==> config.mk <==
export PLATFORM = sky130hd
export DESIGN_NAME = gcode_command_queue
export DESIGN_NICKNAME = d
export VERILOG_FILES = /design/src/rtl/scara_pkg.sv /design/src/rtl/cmd_fifo_mem.sv /design/src/rtl/gcode_command_queue.sv
export SDC_FILE = /design/constraint.sdc
export NUM_CORES = 1
export LEC_CHECK = 0
export CORE_ASPECT_RATIO = 2
export CORE_MARGIN = 2
export CORE_UTILIZATION = 55
export CTS_CLUSTER_DIAMETER = 50
export DETAILED_ROUTE_END_ITERATION = 6
export GPL_TIMING_DRIVEN = 0
export PLACE_DENSITY_LB_ADDON = 0.15
export SLEW_MARGIN = 20
export SYNTH_ARGS = -nofsm -noshare
export SYNTH_HDL_FRONTEND = slang
export SYNTH_SLANG_ARGS = --single-unit
==> constraint.sdc <==
create_clock -name clk -period 7.25 [get_ports clk]
set_clock_uncertainty 0.15 [all_clocks]
set_input_delay 1.45 -clock clk [delete_from_list [all_inputs] [get_ports clk]]
set_output_delay 1.45 -clock clk [all_outputs]
set_load 0.1 [all_outputs]
==> src/rtl/scara_pkg.sv <==
// Shared SCARA command definitions: the command word passed from the parser
// through this queue to the controller interface.
package scara_pkg;

  localparam int COORD_W = 14;

  typedef enum logic [3:0] {
    G00, G01, G20, G21, G90, G91, M2, M6, M72
  } cmd_code_e;

  typedef struct packed {
    cmd_code_e            cmd;
    logic [COORD_W-1:0]   x_value;
    logic [COORD_W-1:0]   y_value;
  } command_t;

  function automatic logic is_program_end(input command_t c);
    return c.cmd == M2;
  endfunction

endpackage

==> src/rtl/cmd_fifo_mem.sv <==
// Command storage for the queue: one synchronous write port and an
// asynchronous read port so the head entry falls through without latency.
module cmd_fifo_mem
  import scara_pkg::*;
#(
  parameter int DEPTH = 16,
  localparam int PTR_W = $clog2(DEPTH)
) (
  input  logic             clk,
  input  logic             we_i,
  input  logic [PTR_W-1:0] wr_ptr_i,
  input  command_t         wr_data_i,
  input  logic [PTR_W-1:0] rd_ptr_i,
  output command_t         rd_data_o
);

  command_t mem_q [DEPTH];

  always_ff @(posedge clk) begin
    if (we_i) begin
      mem_q[wr_ptr_i] <= wr_data_i;
    end
  end

  assign rd_data_o = mem_q[rd_ptr_i];

endmodule

==> src/rtl/gcode_command_queue.sv <==
// Command queue between the G-code parser and the controller interface.
// Program-end (M2) entries are consumed here and park the queue in HALT.
module gcode_command_queue
  import scara_pkg::*;
#(
  parameter int DEPTH = 16,
  localparam int PTR_W = $clog2(DEPTH)
) (
  input  logic             clk,
  input  logic             rst_n,
  input  logic             wr_valid,
  input  command_t         wr_cmd,
  output logic             wr_ready,
  input  logic             flush,
  input  logic             start,
  input  logic             block,
  input  logic             controller_ready,
  output logic             memory_ready,
  output command_t         command_out,
  output logic             program_done,
  output logic             overflow,
  output logic [PTR_W:0]   level
);

  typedef enum logic {ST_RUN, ST_HALT} state_e;

  localparam logic [PTR_W:0] LEVEL_FULL = (PTR_W + 1)'(DEPTH);

  state_e           state_q, state_d;
  logic [PTR_W-1:0] wr_ptr_q, wr_ptr_d;
  logic [PTR_W-1:0] rd_ptr_q, rd_ptr_d;
  logic [PTR_W:0]   level_q, level_d;
  logic             overflow_q, overflow_d;

  command_t head;
  logic     empty, full, head_is_end;
  logic     push, pop_ext, drop_end, pop, mem_we;

  cmd_fifo_mem #(.DEPTH(DEPTH)) u_mem (
    .clk       (clk),
    .we_i      (mem_we),
    .wr_ptr_i  (wr_ptr_q),
    .wr_data_i (wr_cmd),
    .rd_ptr_i  (rd_ptr_q),
    .rd_data_o (head)
  );

  assign empty       = (level_q == '0);
  assign full        = (level_q == LEVEL_FULL);
  assign head_is_end = is_program_end(head);

  // The consumer latches on exactly the pop_ext term, so it must stay in step.
  assign wr_ready     = ~full;
  assign memory_ready = ~empty & (state_q == ST_RUN) & ~head_is_end;
  assign push         = wr_valid & ~full;
  assign pop_ext      = memory_ready & controller_ready & ~block;
  assign drop_end     = ~empty & (state_q == ST_RUN) & head_is_end;
  assign pop          = pop_ext | drop_end;
  assign mem_we       = push & ~flush;

  assign command_out  = empty ? command_t'('0) : head;
  assign program_done = (state_q == ST_HALT);
  assign overflow     = overflow_q;
  assign level        = level_q;

  always_comb begin
    state_d    = state_q;
    wr_ptr_d   = wr_ptr_q;
    rd_ptr_d   = rd_ptr_q;
    level_d    = level_q;
    overflow_d = overflow_q;

    if (flush) begin
      state_d    = ST_RUN;
      wr_ptr_d   = '0;
      rd_ptr_d   = '0;
      level_d    = '0;
      overflow_d = 1'b0;
    end else begin
      if (wr_valid & ~wr_ready) begin
        overflow_d = 1'b1;
      end
      if (push) begin
        wr_ptr_d = wr_ptr_q + PTR_W'(1);
      end
      if (pop) begin
        rd_ptr_d = rd_ptr_q + PTR_W'(1);
      end
      case ({push, pop})
        2'b10:   level_d = level_q + 1'b1;
        2'b01:   level_d = level_q - 1'b1;
        default: level_d = level_q;
      endcase

      unique case (state_q)
        ST_RUN:  if (drop_end) state_d = ST_HALT;
        ST_HALT: if (start)    state_d = ST_RUN;
        default: state_d = ST_RUN;
      endcase
    end
  end

  always_ff @(posedge clk or negedge rst_n) begin
    if (!rst_n) begin
      state_q    <= ST_RUN;
      wr_ptr_q   <= '0;
      rd_ptr_q   <= '0;
      level_q    <= '0;
      overflow_q <= 1'b0;
    end else begin
      state_q    <= state_d;
      wr_ptr_q   <= wr_ptr_d;
      rd_ptr_q   <= rd_ptr_d;
      level_q    <= level_d;
      overflow_q <= overflow_d;
    end
  end

endmodule
==> results.ini <==
[status]
status=completed

[drt]
vias_per_cell=6.36
drc=0
drtPass1Iterations=5
vias=11086
wirelength_mm=49.3
first_iter_violations=909
wl_per_cell_um=28.3
ant_nets=0

[clocking]
path_clk_slew_ns=0.07
cts_hold_buf=0
clock-sinks=527
cts-resized-gates=0
cts_tree=yes
cts_buffers=43
insertion_delay_ns=0.55
clk_path_buf_depth=3
cts_root_buf=clkbuf_16
cts_max_level=2
post_cts_buffers=0

[die]
num_rows=100
core_sq_um=37200
initial_core_util_pct=55.7
die_y_um=278
die_x_um=141
io_pins=80
fp.dieArea_sq_um=39300

[worst_setup_path]
required_ns=5.65
crit_family=buffers and inverters
r2r_slack_ns=2.53
cp_num_buf_inv=4
arrival_ns=5.59
cp-end-kind=output port
slowest_stage=clkdlybuf4s50_1
path_class=reg2out
crit_fanout=10
worst_setup_path_start_kind=flip-flop
cpMostUsedCell=clkbuf_1
slowest_delay_ns=1.25
crit_chain=clkbuf_1 -> buf_1 -> clkbuf_1 -> mux4_2 -> o22ai_1 -> a211oi_1 -> clkdlybuf4s50_1

[sta]
timing.final.hold_violations=0
fin_crit_ns=7.19
slew_headroom_pct=26.5
max_freq_mhz=139
rsz0062_at_grt=no
worst_slew_pin_slew_ns=1.10
drv_slew=0
setup_viol=0
min_period_over_period_pct=99.2

[cells_and_area]
diodes=0
n_fill_cell=2514
layout.nets=1302
post-route-util_pct=64.9
area_growth_pct=16.6
instances_no_fill=1743
drive_above_1_share_pct=17.9

[power_and_ir_drop]
cellPowerDensity_nw_per_um2=343
ir_worst_vdd_uv=304
total_power_mw=8.27
p_leak_nw=7.50

[logic_synthesis]
postSynthAreaPerCell_sq_um=19.4
synthAdderAreaFrac_pct=0.580
yosysSeqAreaShare_pct=76.1
synth-edff-count=512
yosys.area_share.simple_pct=2.43
ys_types=50
synth-main-ff-cell=edfxtp_1
synth-compound-area-share_pct=5.74
synth_top_family_by_area=multiplexers
syn_nets=1117
syn_inst=1069
yosysTopAreaCell=edfxtp_1
yosys_register_bits=527
synthXorXnorAreaFrac_pct=0.212
syn_area_sq_um=20700
muxShareOfSynthArea_pct=13.4
synth_warnings=0
ys_async_sr_fraction_pct=2.85
yosys-top-cells-area=edfxtp_1, mux4_2, mux2i_1
yosysTopAreaCellShare_pct=74.3

[place]
portBuffers=79
gp_congestion=0.792
dp.cells=1668
dp_hpwl_mm=34.0

[flow_run]
maxCapViolCount=0

[grt]
antenna_found_initial=0
grt_pass1_wl_mm=72.5
grt_max_degree=22
globalRouteOverflowTotal=0
track_usage_pct=25.4
grt_pass1_vias=11515

[worst_hold_path]
hold_path_class=reg2reg

## cell type report
class | instances | area (sq um) | share of cell area [%]
Sequential cell | 527 | 15800 | 65.3
Multi-Input combinational cell | 470 | 4740 | 19.6
Tap cell | 459 | 574 | 2.38
Clock buffer | 51 | 1110 | 4.58
Clock inverter | 24 | 274 | 1.14
Timing Repair Buffer | 140 | 1370 | 5.67
Buffer | 65 | 290 | 1.20
Inverter | 7 | 26.3 | 0.109
## per-layer routing
layer / vias up / global-route usage [%] / part of all wire, %
met5: - / 0 / 0
met4: 0 / 8.92 / 3.4
met3: 96 / 2.84 / 4.6
met2: 392 / 47.3 / 56
met1: 5788 / 30.5 / 36
li1: 4810 / - / -
## sequential cells by signal (all words and copies together) (netlist names)
register and cells:
overflow 1, level 5, rd_ptr_q 4, wr_ptr_q 4, program_done 1, u_mem.mem_q 512
## cells in the mapped netlist (all sizes together), types with 2 or more instances
master / n
mux2i: 128
xor2: 4
nand2: 43
a22oi: 5
mux2: 5
a21o: 2
a211oi: 28
nor4: 3
nand4: 2
mux4: 64
nor4b: 3
ha: 8
clkbuf: 38
a221oi: 8
o31ai: 2
nor2: 23
o22ai: 29
nor3: 6
a21oi: 12
o21ai: 8
nand2b: 3
dfrtp: 15
nand3: 5
o221ai: 56
buf: 27
and2: 2
edfxtp: 512
nor2b: 7
inv: 7
## worst paths after layout
kind,start,to,cells past startpoint
max,rd_ptr_q[1],command_out[18],7
min,overflow,overflow,2
max reg2reg,rd_ptr_q[1],level[4],13
min reg2reg,overflow,overflow,2
max in group asynchronous,rst_n,program_done,1
min in group asynchronous,rst_n,level[0],1
## power by group
group	switching [mW]	leakage [nW]	internal, mW
clock	1.02	0.663	1.31
combinational	1.81	2.02	0.712
sequential	0.0277	4.82	3.39
total	2.86	7.50	5.41
## tightest hold or removal path, cell delays in order, from the launching register on
cell and delay, ns:
dfrtp_1 0.34, a31oi_1 0.04, nor2_1 0.07
## metrics by stage
step                      TNS (ns)  area (sq um)  setup WS, ns  hold WS, ns
after floorplan                  0         20700         0.601        0.406
after global placement     -693.00         22100         -4.43        0.334
after detailed placement         0         22700         0.567        0.334
after CTS                        0         24100        0.0812        0.351
after global routing             0         24100        0.0255        0.368
final                            0         24100        0.0571        0.344
## cells in the final DEF (no fill, tap or decap), drive strengths merged, types with 7 or more instances in the layout
cell type      count
a211oi            28
a21oi             12
a221oi             8
buf               85
clkbuf            92
clkdlybuf4s50     79
clkinv            14
dfrtp             15
edfxtp           512
ha                 8
inv                8
mux2i            128
mux4              64
nand2             43
nor2              23
nor2b              7
o21ai              8
o221ai            56
o22ai             29
## logic make-up after synthesis
group           after synthesis
buf+inv                      72
simple gates                105
xor+xnor                      5
mux                         197
flops                       527
fa+ha+maj                     9
compound gates              154
No activity file was read; power rests on OpenSTA's default activity.
